### config.mk
export PLATFORM = sky130hd
export DESIGN_NAME = dcache_controller
export DESIGN_NICKNAME = d
export VERILOG_FILES = /design/src/rtl/dcache_controller.sv
export SDC_FILE = /design/constraint.sdc
export NUM_CORES = 1
export LEC_CHECK = 0
export BUFFER_PORTS_ARGS = -buffer_cell sky130_fd_sc_hd__buf_4
export CAP_MARGIN = 30
export CORE_UTILIZATION = 30
export CTS_CLUSTER_DIAMETER = 200
export DETAILED_ROUTE_END_ITERATION = 8
export PLACE_DENSITY = 0.48
export SETUP_SLACK_MARGIN = 0.4
export SLEW_MARGIN = 40
export SYNTH_ARGS = -nofsm -noshare
export SYNTH_HDL_FRONTEND = slang
export SYNTH_SLANG_ARGS = --single-unit
### constraint.sdc
create_clock -name CLK -period 5.67 [get_ports CLK]
set_input_delay 0.2835 -clock CLK [delete_from_list [all_inputs] [get_ports CLK]]
set_output_delay 0.2835 -clock CLK [all_outputs]
set_load 0.03 [all_outputs]
### src/rtl/dcache_controller.sv
// -----------------------------------------------------------------------------
// dcache_controller
//   Direct-mapped, write-back, write-allocate data cache (8 lines x 4 bytes)
//   with its miss controller, between the cpu data port and data_memory.
//   Hits complete with no stall. A miss writes back a dirty victim block,
//   refills the line, then lets the access hit in IDLE.
//
//   Address split: tag = ADDRESS[7:5], index = ADDRESS[4:2], offset = ADDRESS[1:0]
//
// Ports
//   CLK            in   1   system clock, posedge
//   RESET          in   1   synchronous, active-high
//   READ / WRITE   in   1   cpu load / store request, held while BUSYWAIT
//   ADDRESS        in   8   cpu byte address
//   WRITEDATA      in   8   cpu store data
//   READDATA       out  8   load data, valid while BUSYWAIT is low
//   BUSYWAIT       out  1   stall to cpu
//   MEM_READ       out  1   block read request
//   MEM_WRITE      out  1   block write request
//   MEM_ADDRESS    out  6   block address {tag,index}
//   MEM_WRITEDATA  out  32  victim block, byte0 in [7:0]
//   MEM_READDATA   in   32  refill block, byte0 in [7:0]
//   MEM_BUSYWAIT   in   1   data_memory busy
//
// State      | meaning
// -----------+--------------------------------------------------------------
// IDLE       | serving hits; a miss starts WRITEBACK or FETCH
// WRITEBACK  | dirty victim block being written to data_memory
// FETCH      | requested block being read from data_memory
// UPDATE     | refilled block written into the line; returns to IDLE
// -----------------------------------------------------------------------------
module dcache_controller (
    input  logic        CLK,
    input  logic        RESET,
    input  logic        READ,
    input  logic        WRITE,
    input  logic [7:0]  ADDRESS,
    input  logic [7:0]  WRITEDATA,
    output logic [7:0]  READDATA,
    output logic        BUSYWAIT,
    output logic        MEM_READ,
    output logic        MEM_WRITE,
    output logic [5:0]  MEM_ADDRESS,
    output logic [31:0] MEM_WRITEDATA,
    input  logic [31:0] MEM_READDATA,
    input  logic        MEM_BUSYWAIT
);

    localparam int NUM_BLOCKS = 8;

    typedef enum logic [1:0] {
        IDLE      = 2'd0,
        WRITEBACK = 2'd1,
        FETCH     = 2'd2,
        UPDATE    = 2'd3
    } state_t;

    state_t      state_q, state_d;

    logic [31:0] data_q [NUM_BLOCKS];
    logic [2:0]  tag_q  [NUM_BLOCKS];
    logic [7:0]  valid_q;
    logic [7:0]  dirty_q;

    logic [31:0] fill_q;
    logic        first_q;
    logic [5:0]  mem_addr_q, mem_addr_d;
    logic [31:0] mem_wdata_q, mem_wdata_d;

    logic [2:0]  tag_in;
    logic [2:0]  idx;
    logic [1:0]  off;
    logic        access;
    logic        hit;
    logic        mem_done;

    assign tag_in = ADDRESS[7:5];
    assign idx    = ADDRESS[4:2];
    assign off    = ADDRESS[1:0];
    assign access = READ | WRITE;
    assign hit    = valid_q[idx] && (tag_q[idx] == tag_in);

    // data_memory may not have raised its busy flag yet during the first
    // cycle of a request, so completion is only accepted after that cycle.
    assign mem_done = !first_q && !MEM_BUSYWAIT;

    assign READDATA = data_q[idx][{off, 3'b000} +: 8];
    assign BUSYWAIT = access && (!hit || (state_q != IDLE));

    always_comb begin
        state_d     = state_q;
        MEM_READ    = 1'b0;
        MEM_WRITE   = 1'b0;
        mem_addr_d  = mem_addr_q;
        mem_wdata_d = mem_wdata_q;
        case (state_q)
            IDLE: begin
                if (access && !hit) begin
                    state_d = (valid_q[idx] && dirty_q[idx]) ? WRITEBACK : FETCH;
                end
            end
            WRITEBACK: begin
                MEM_WRITE   = 1'b1;
                mem_addr_d  = {tag_q[idx], idx};
                mem_wdata_d = data_q[idx];
                if (mem_done) begin
                    state_d = FETCH;
                end
            end
            FETCH: begin
                MEM_READ   = 1'b1;
                mem_addr_d = ADDRESS[7:2];
                if (mem_done) begin
                    state_d = UPDATE;
                end
            end
            UPDATE: begin
                state_d = IDLE;
            end
            default: begin
                state_d = IDLE;
            end
        endcase
    end

    // Memory address/data outputs hold their last driven value outside
    // WRITEBACK/FETCH, hence the shadow registers.
    assign MEM_ADDRESS   = mem_addr_d;
    assign MEM_WRITEDATA = mem_wdata_d;

    always_ff @(posedge CLK) begin
        if (RESET) begin
            state_q     <= IDLE;
            first_q     <= 1'b0;
            mem_addr_q  <= '0;
            mem_wdata_q <= '0;
            fill_q      <= '0;
            valid_q     <= '0;
            dirty_q     <= '0;
            for (int i = 0; i < NUM_BLOCKS; i++) begin
                data_q[i] <= '0;
                tag_q[i]  <= '0;
            end
        end else begin
            state_q     <= state_d;
            first_q     <= (state_d != state_q);
            mem_addr_q  <= mem_addr_d;
            mem_wdata_q <= mem_wdata_d;

            if ((state_q == FETCH) && mem_done) begin
                fill_q <= MEM_READDATA;
            end

            // READ and WRITE together are handled as a store.
            if ((state_q == IDLE) && WRITE && hit) begin
                data_q[idx][{off, 3'b000} +: 8] <= WRITEDATA;
                dirty_q[idx]                    <= 1'b1;
            end

            if (state_q == UPDATE) begin
                data_q[idx]  <= fill_q;
                tag_q[idx]   <= tag_in;
                valid_q[idx] <= 1'b1;
                dirty_q[idx] <= 1'b0;
            end
        end
    end

endmodule

Yosys cells after proc, flatten, opt, wreduce, memory -nomap -nowiden
Memory sizes are Yosys's and may differ from the RTL's.
Index checks and enable logic that the tools add are counted.

word-level totals
  register bits after elaboration = 89
  bits in writable memories = 280
  output and inout bits = 49
  memories = 2

operators by class
  add/sub/neg operators = 1
  order comparisons = 2
  equality and inequality tests = 5
  shift operators = 3
  multiplexer cells = 64
  bitwise gates (word level) = 37
  reductions and logical operators = 17

memory list
  name    words  bits a word  read ports  clocked after memory_dff  wr ports  RTL line  text
  data_q  8      32           1           0                         8         60        logic [31:0] data_q [NUM_BLOCKS];
  tag_q   8      3            1           0                         8         61        logic [2:0] tag_q [NUM_BLOCKS];

operators by type and width
  kind                                                               count
  two-way mux 32 bit                                                 4
  two-way mux 1 bit                                                  45
  bitwise OR 1 bit                                                   33
  OR reduction 32 bit                                                1
  variable shift 8 x 7 -> 32 bit, first input constant               1
  variable part select 32 x 6 -> 8 bit                               1
  variable part select 8 x 7 -> 32 bit                               1
  two-way mux 8 bit                                                  3
  bitwise OR 8 bit                                                   2
  one-hot mux 6 bit (2 select lines)                                 1
  logical AND 1 bit                                                  9
  two-way mux 3 bit                                                  3
  AND 8 bit                                                          1
  two-way mux 2 bit                                                  4
  NOT 8 bit                                                          1
  one-hot mux 2 bit (4 select lines)                                 1
  negator 5 -> 7 bit                                                 1
  binary-select mux 1 bit (select 3 bit)                             2
  equality test 2 bit, second input constant                         2
  < comparator 3 x 4 -> 1 bit, second input constant                 1
  demux 1 bit (select 3 bit)                                         1
  equality test 3 bit                                                1
  greater-or-equal comparator 3 x 1 -> 1 bit, second input constant  1
  logical NOT 1 bit                                                  3
  other kinds (6)                                                    6

Depth between registers and ports, before layout
Gate-level depths: netlist (run 1).

  depth after elaboration = 10
  gate-level depth with buffers = 11
  depth with buffers taken out = 8

Worst setup path before layout (run 1)
No wires, ideal clock.

  path type = input to output
  from = input port ADDRESS[2]
  to = output port READDATA[5]
  data arrival time = 2471 ps
  path slack = 2916 ps
  cell stages on the path = 10
  buffers on the path = 4
  path through = buf_2 -> buf_6 -> buf_6 -> buf_2 -> nor2b_1 -> a22oi_1 -> o22ai_1 -> a221oi_1 -> mux2_2 -> o21ai_0

on the way
  cells in the longest elaborated chain, start to end = 2

RTL lines
  element                               RTL line  text
  start: declaration                    37        input logic [7:0] ADDRESS,
  memory (8 x 32 bit)                   -
  variable part select 32 x 6 -> 8 bit  87        assign READDATA = data_q[idx][{off, 3'b000} +: 8];
  end: declaration                      39        output logic [7:0] READDATA,

No other way between the ends.

Worst setup path in the final report (run 1)
  from = input port ADDRESS[2]
  to = output port READDATA[4]

Same word-level chain as after synthesis.

==> results of run 1 <==
[through the flow]
stage	hold WS (ps)	util (%)	worst slack [ps]
after floorplan	419	-	2920
after global placement	448	33.0	1590
after detailed placement	448	33.1	1680
after CTS	164	36.1	2110
after global routing	189	36.2	1990
final	174	36.2	2100
[placed cells by master, fill, tap and decap left out, drive strengths merged, types with 10 or more instances in the layout]
master         n
mux2i         36
a221oi        26
edfxtp       280
ha            10
nand2        347
and2          40
a22o          37
nor2         343
dlygate4sd3   32
clkbuf        66
inv           19
o22ai         15
dfxtp         89
nor4          25
a31o          33
buf          137
a21oi         79
mux2          19
clkinv        14
mux4          45
[cell families after synthesis]
kind of cell	count (synthesis)
AND/OR/NAND/NOR	789
flip-flops	369
AO/OA/AOI/OAI	247
buffers and inverters	145
multiplexers	100
adder cells (fa/ha/maj)	10
XOR/XNOR	2
[synthesized netlist by cell type, types with 3 or more instances]
cell type	number
a21oi_1	79
a221o_1	3
a221oi_1	26
a22o_1	37
a22oi_1	8
a31o_2	33
a31oi_4	4
and2_1	40
and4_1	5
buf_1	13
buf_2	38
buf_6	4
clkbuf_1	66
dfxtp_1	89
edfxtp_1	280
ha_1	10
inv_1	19
mux2_2	19
mux2i_1	36
mux4_2	45
nand2_1	347
nand3_1	5
nor2_1	341
nor2b_1	7
nor4_1	25
o21ai_0	8
o21ba_2	8
o22ai_1	14
[critical path: stages]
cell and delay, ps:
buf_4 590, buf_4 390, mux4_2 610, a221oi_1 750, mux4_2 400, inv_1 50, buf_4 160
[sequential cells by signal, summed over array words and instances (netlist names)]
name         flops
dirty_q          8
data_q         256
valid_q          8
mem_wdata_q     32
fill_q          32
first_q          1
tag_q           24
mem_addr_q       6
state_q          2
[path summary, 6_finish.rpt]
| check | start | slack, ps | end |
|---|---|---|---|
| worst max-delay path | ADDRESS[2] | 2100 | READDATA[4] |
| worst min-delay path | RESET | 170 | valid_q[1] |
| worst max register to register | state_q[1] | 2360 | data_q[3][10] |
| worst min register to register | fill_q[15] | 460 | fill_q[15] |
[layout make-up]
cell class / instances / area share, %
Clock buffer: 65 / 6.32
Clock inverter: 13 / 0.508
Inverter: 22 / 0.394
Multi-Input combinational cell: 1148 / 33.0
Sequential cell: 369 / 48.7
Tap cell: 765 / 4.57
Timing Repair Buffer: 170 / 6.58
[metal layers]
layer  global-route usage (%)  vias to the layer above  part of all wire, %
li1                         -                     6100                    -
met1                     29.5                     6587                   44
met2                     30.8                      680                   43
met3                     6.55                       87                   11
met4                     5.26                        0                  2.2
met5                        0                        -                    0
[power breakdown]
| part | leakage, nW | switching (mW) | total (mW) | internal [mW] |
|---|---|---|---|---|
| registers | 3.61 | 0.0525 | 3.06 | 3.01 |
| logic | 2.72 | 0.595 | 0.871 | 0.276 |
| clock network | 0.703 | 1.14 | 2.84 | 1.69 |
| total | 7.04 | 1.79 | 6.77 | 4.98 |
==> results.md, run 1 <==
- Placed Area: 19200 um^2
- Max VDD drop: 176 uV
- Compound-gate portion of the synthesized area: 10.5%
- Number of enable flip-flop cells after synthesis: 280
- Ys async rst share: 0%
- Area leader, netlist: edfxtp_1
- Ant. Diodes: 0
- Synth Area in Adders: 0.709%
- Storage element area: 10200 um^2
- Number of cells after detailed placement: 2441
- Final antenna-violating net count: 0
- Die Span Y: 245 um
- Clk sink count: 369
- Sequential share of the synthesized area: 57.7%
- Routed wire per std cell: 24.8 um
- All-Layer GR Usage: 20.9%
- Worst slew margin: 41.6%
- Post-CTS Setup Bufs: 0
- Max-Cap Viols: 0
- Initial antenna violation count: 0
- Achievable Freq: 0.280 GHz
- Design Power: 6.77 mW
- Fin crit share: 63.1%
- Layout cells sized above 1: 18.8%
- Pwr dens: 323 nW/um^2
- Largest family of logic cells by synthesized area: simple AND/OR/NAND/NOR gates
- Final slew viol count: 0
- Skew-Pair Late Insertion Delay: 590 ps
- Leakage power: 7.04 nW
- Post-DR vias/cell: 5.27
- Vias in the first global route: 12500
- Ys Warns: 0
- CTS tree: yes
- Reg clk slew, reported paths: 60 ps
- CTS Buf Count: 42
- Drt total wl: 63300 um
- Post-route non-filler standard cell count: 2552
- Post-Synth XOR/XNOR Area: 0.205%
- Vias: 13500
- Cell area after layout: 20900 um^2
- Worst Max-Slew Pin Slew: 876 ps
- IO Port Bufs: 101
- CTS resizes: 0
- Post-synth top flop: edfxtp_1
- Gate count of the mapped netlist: 1662
- Buffers from clock root to sink, at most: 3
- Period minus WS final: 3570 ps
- Synth Area in Simple Gates: 18.4%
- Worst Hold Class: in -> reg
- DRT iter0 DRCs: 1552
- CTS H-tree lvls: 2
- Die area: 59800 um^2
- WHS Path Cells: 2
- Startpoint types: primary input
- Crit Path Max Fanout: 47
- Multi-input gate area: 6900 um^2
- Post-synthesis area per instance: 10.6 um^2
- Grt ovf: 0
- Rows: 88
- Hold-fix buffers, CTS: 32
- Worst Skew: 25.2 ps
- Fill count: 5811
- Largest net degree at the start of global routing: 74
- Reg2reg path depth: 9
- DRC violations left: 0
- Syn Std Cell Area: 17700 um^2
- Starting Density: 30.5%
- Area Growth Syn to Fin: 18.6%
- Ranking of synthesized cells by area: edfxtp_1, dfxtp_1, nand2_1
- RSZ-0062 raised after global routing: false
- Final setup violation count: 0
- Nets: 1816
- CP Data Arrival Time: 3290 ps
- Kind of end point of the critical path: output port
- Syn Nets: 1725
- Worst Path Required: 5390 ps
- DPL Wire Length: 43300 um
- Outcome: finished, final reports clean
- Core Area: 57900 um^2
- Flops & latches, synth: 369
- Drt pass-1 iters: 5
- Final Hold Vio Count: 0
- Mux contribution to synthesized area: 8.99%
- Ports: 102
- Yosys top cell area share: 47.6%
- Clock Root Buffer: clkbuf_16
- First-pass GRT wire length: 89900 um
- WS Path Type: in -> out
- Yosys cell types: 66
- Setup tns final: 0 ps
- Die width: 245 um
- GPL Wtd Cong: 0.871
No activity file was read; power rests on OpenSTA's default activity.
==> run 2, diff against run 1 <==
--- a/config.mk
+++ b/config.mk
@@ -10,7 +10,7 @@
 export CORE_UTILIZATION = 30
 export CTS_CLUSTER_DIAMETER = 200
 export DETAILED_ROUTE_END_ITERATION = 8
-export PLACE_DENSITY = 0.48
+export PLACE_DENSITY = 0.5
 export SETUP_SLACK_MARGIN = 0.4
 export SLEW_MARGIN = 40
 export SYNTH_ARGS = -nofsm -noshare
==> constraint.sdc (replaced) <==
create_clock -name CLK -period 2.93 [get_ports CLK]
set_input_delay 0.1465 -clock CLK [delete_from_list [all_inputs] [get_ports CLK]]
set_output_delay 0.1465 -clock CLK [all_outputs]
set_load 0.03 [all_outputs]
==> run 2 against run 1 <==
Combinational power up 120%. Clock power grew 99%. Global-route usage barely moved. Critical path type unchanged. Highest routed layer unchanged. Power rose by 99%.
==> results.md, run 2 (synthesized netlist as in run 1, its figures left out) <==
- Worst Setup EP: READDATA[0]
- Die area: 59800 um^2 (unchanged)
- Max VDD drop: 413 uV (+130%)
- DRT iter0 DRCs: 1501 (-3.3%)
- Critical path origin: ADDRESS[2]
- Final Hold Vio Count: 0 (unchanged)
- First-pass GRT wire length: 91900 um (+2.2%)
- Buffers from clock root to sink, at most: 3 (unchanged)
- Most frequent cells in the layout: nand2_1, nor2_1, edfxtp_1
- Crit Path Max Fanout: 26 (-45%)
- Max-Cap Viols: 0 (unchanged)
- CP Cell Sequence: buf_4 -> buf_12 -> buf_16 -> nor2b_1 -> buf_4 -> a221oi_1 -> nor2_1 -> a221oi_2 -> buf_4 -> mux4_2 -> inv_1 -> buf_6
- R2R Path End: data_q[6][10]
- Drt pass-1 iters: 7 (+2)
- Period minus WS final: 2710 ps
- Initial antenna violation count: 1 (+1)
- Largest Register: data_q
- Final slew viol count: 0 (unchanged)
- Die width: 245 um (unchanged)
- Crit-path most repeated cell: buf_4
- Reg2reg path depth: 7 (-2)
- Area Growth Syn to Fin: 26.7%
- Top flop regs: data_q: 256 flops, fill_q: 32 flops, mem_wdata_q: 32 flops
- Worst Skew: 21.0 ps (-4.17 ps)
- Pwr dens: 603 nW/um^2 (+87%)
- Reg2reg start: state_q[1]
- Max FFs per register: 256 (unchanged)
- Largest net degree at the start of global routing: 72 (-2.7%)
- Skew-Pair Late Insertion Delay: 580 ps (about the same)
- CTS H-tree lvls: 2 (unchanged)
- Layout cells sized above 1: 24.1% (+5.3 points)
- Most Crowded Layer GR: met2
- Rows: 88 (unchanged)
- CTS Buf Count: 43 (+2.4%)
- Kind of end point of the critical path: output port
- Clk sink count: 369 (unchanged)
- Worst slew margin: 50.0% (+8.4 points)
- Final setup violation count: 0 (unchanged)
- Core Area: 57900 um^2 (unchanged)
- Most common cell after layout, fill and taps aside: nand2_1
- GPL Wtd Cong: 0.865 (-0.67%)
- Drt total wl: 63200 um (-0.19%)
- Worst Path Required: 2780 ps (-2610 ps)
- DRC violations left: 0 (unchanged)
- Design Power: 13.5 mW (+99%)
- Routed wire per std cell: 23.9 um (-3.6%)
- Reg clk slew, reported paths: 60 ps (about the same)
- CP peak stage delay: 390 ps (-360 ps)
- WS Path Type: in -> out
- Starting Density: 30.5% (unchanged)
- Worst Hold Class: in -> reg
- Vias in the first global route: 13400 (+7.4%)
- Ports: 102 (unchanged)
- RSZ-0062 raised after global routing: true
- Final antenna-violating net count: 0 (unchanged)
- Reg2Reg Setup Slack: 490 ps (-1870 ps)
- Leakage power: 7.71 nW (+9.6%)
- Die Span Y: 245 um (unchanged)
- CTS tree: yes
- Ant. Diodes: 0 (unchanged)
- Grt ovf: 0 (unchanged)
- Startpoint types: primary input
- Vias: 14100 (+4.5%)
- DPL Wire Length: 41400 um (-4.4%)
- CP Data Arrival Time: 2560 ps (-730 ps)
- Nets: 1906 (+5.0%)
- All-Layer GR Usage: 20.9% (about the same)
- Outcome: finished, final reports clean
- Clock Root Buffer: clkbuf_16
- IO Port Bufs: 101 (unchanged)
- Achievable Freq: 0.369 GHz
- Post-DR vias/cell: 5.32 (+0.97%)
- CP max stage cell: a221oi_2
- Fin crit share: 92.5%
- Fill count: 5727 (-1.4%)
- Setup tns final: 0 ps (unchanged)
- Worst Max-Slew Pin Slew: 748 ps (-128 ps)
- Met3 GRT Util: 3.91% (-2.6 points)
- GR Layer Usage met2: 31.9% (+1.0 points)
- M1 GR Usage: 30.0% (+0.48 points)
-- run 2: layout make-up --
type / instances / area (um^2) / area share [%]
repair buffers: 259 / 2340 / 10.5
clock buffers: 53 / 1190 / 5.30
inverters: 22 / 82.6 / 0.369
well taps: 765 / 957 / 4.28
clock inverters: 26 / 280 / 1.25
flip-flops and latches: 369 / 10200 / 45.5
multi-input cells: 1148 / 7340 / 32.8
-- run 2: routing by layer --
layer	part of all wire, %	vias up
li1	-	6283
met1	44	6968
met2	44	696
met3	9.0	116
met4	2.9	0
met5	0	-
-- run 2: stage by stage --
stage	utilization, %	setup WS, ps	instances	hold WS, ps	area (um^2)
after floorplan	-	450	1662	282	17700
after global placement	34.5	1.25	2520	400	20000
after detailed placement	34.5	2.44	2520	407	20000
after CTS	37.8	233	2633	31.6	21900
after global routing	38.6	175	2642	72.0	22400
final	38.6	220	2642	61.2	22400
-- run 2: report_power, final --
| part | switching, mW | internal, mW | total, mW |
|---|---|---|---|
| Sequential | 0.0807 | 5.82 | 5.90 |
| Combinational | 1.23 | 0.719 | 1.95 |
| Clock | 2.25 | 3.40 | 5.66 |
-- run 2: worst min path at each step --
stage	from	end	slack, ps	cells after the start
after floorplan	MEM_READDATA[0]	fill_q[0]	280	2
after global placement	MEM_READDATA[24]	fill_q[24]	400	3
after detailed placement	MEM_READDATA[20]	fill_q[20]	410	3
after CTS	ADDRESS[6]	mem_addr_q[4]	30	4
after global routing	ADDRESS[6]	mem_addr_q[4]	70	4
final	ADDRESS[6]	mem_addr_q[4]	60	4
-- run 2: what timing repair did --
action | in CTS | in global routing
pin swaps | 1 | 7
endpoints found under the setup margin | 122 | 322
gates resized for setup | 31 | 51
cloned | 0 | 2
setup buffers | 2 | 7
endpoints found under the hold margin | 32 | 0
hold buffers | 32 | 0
-- run 2: critical path: cells and delay by family --
family	cells	cell delay [ps]
buffers and inverters	7	1110
AND/OR/NAND/NOR	2	290
multiplexers	1	250
AO/OA/AOI/OAI	2	720
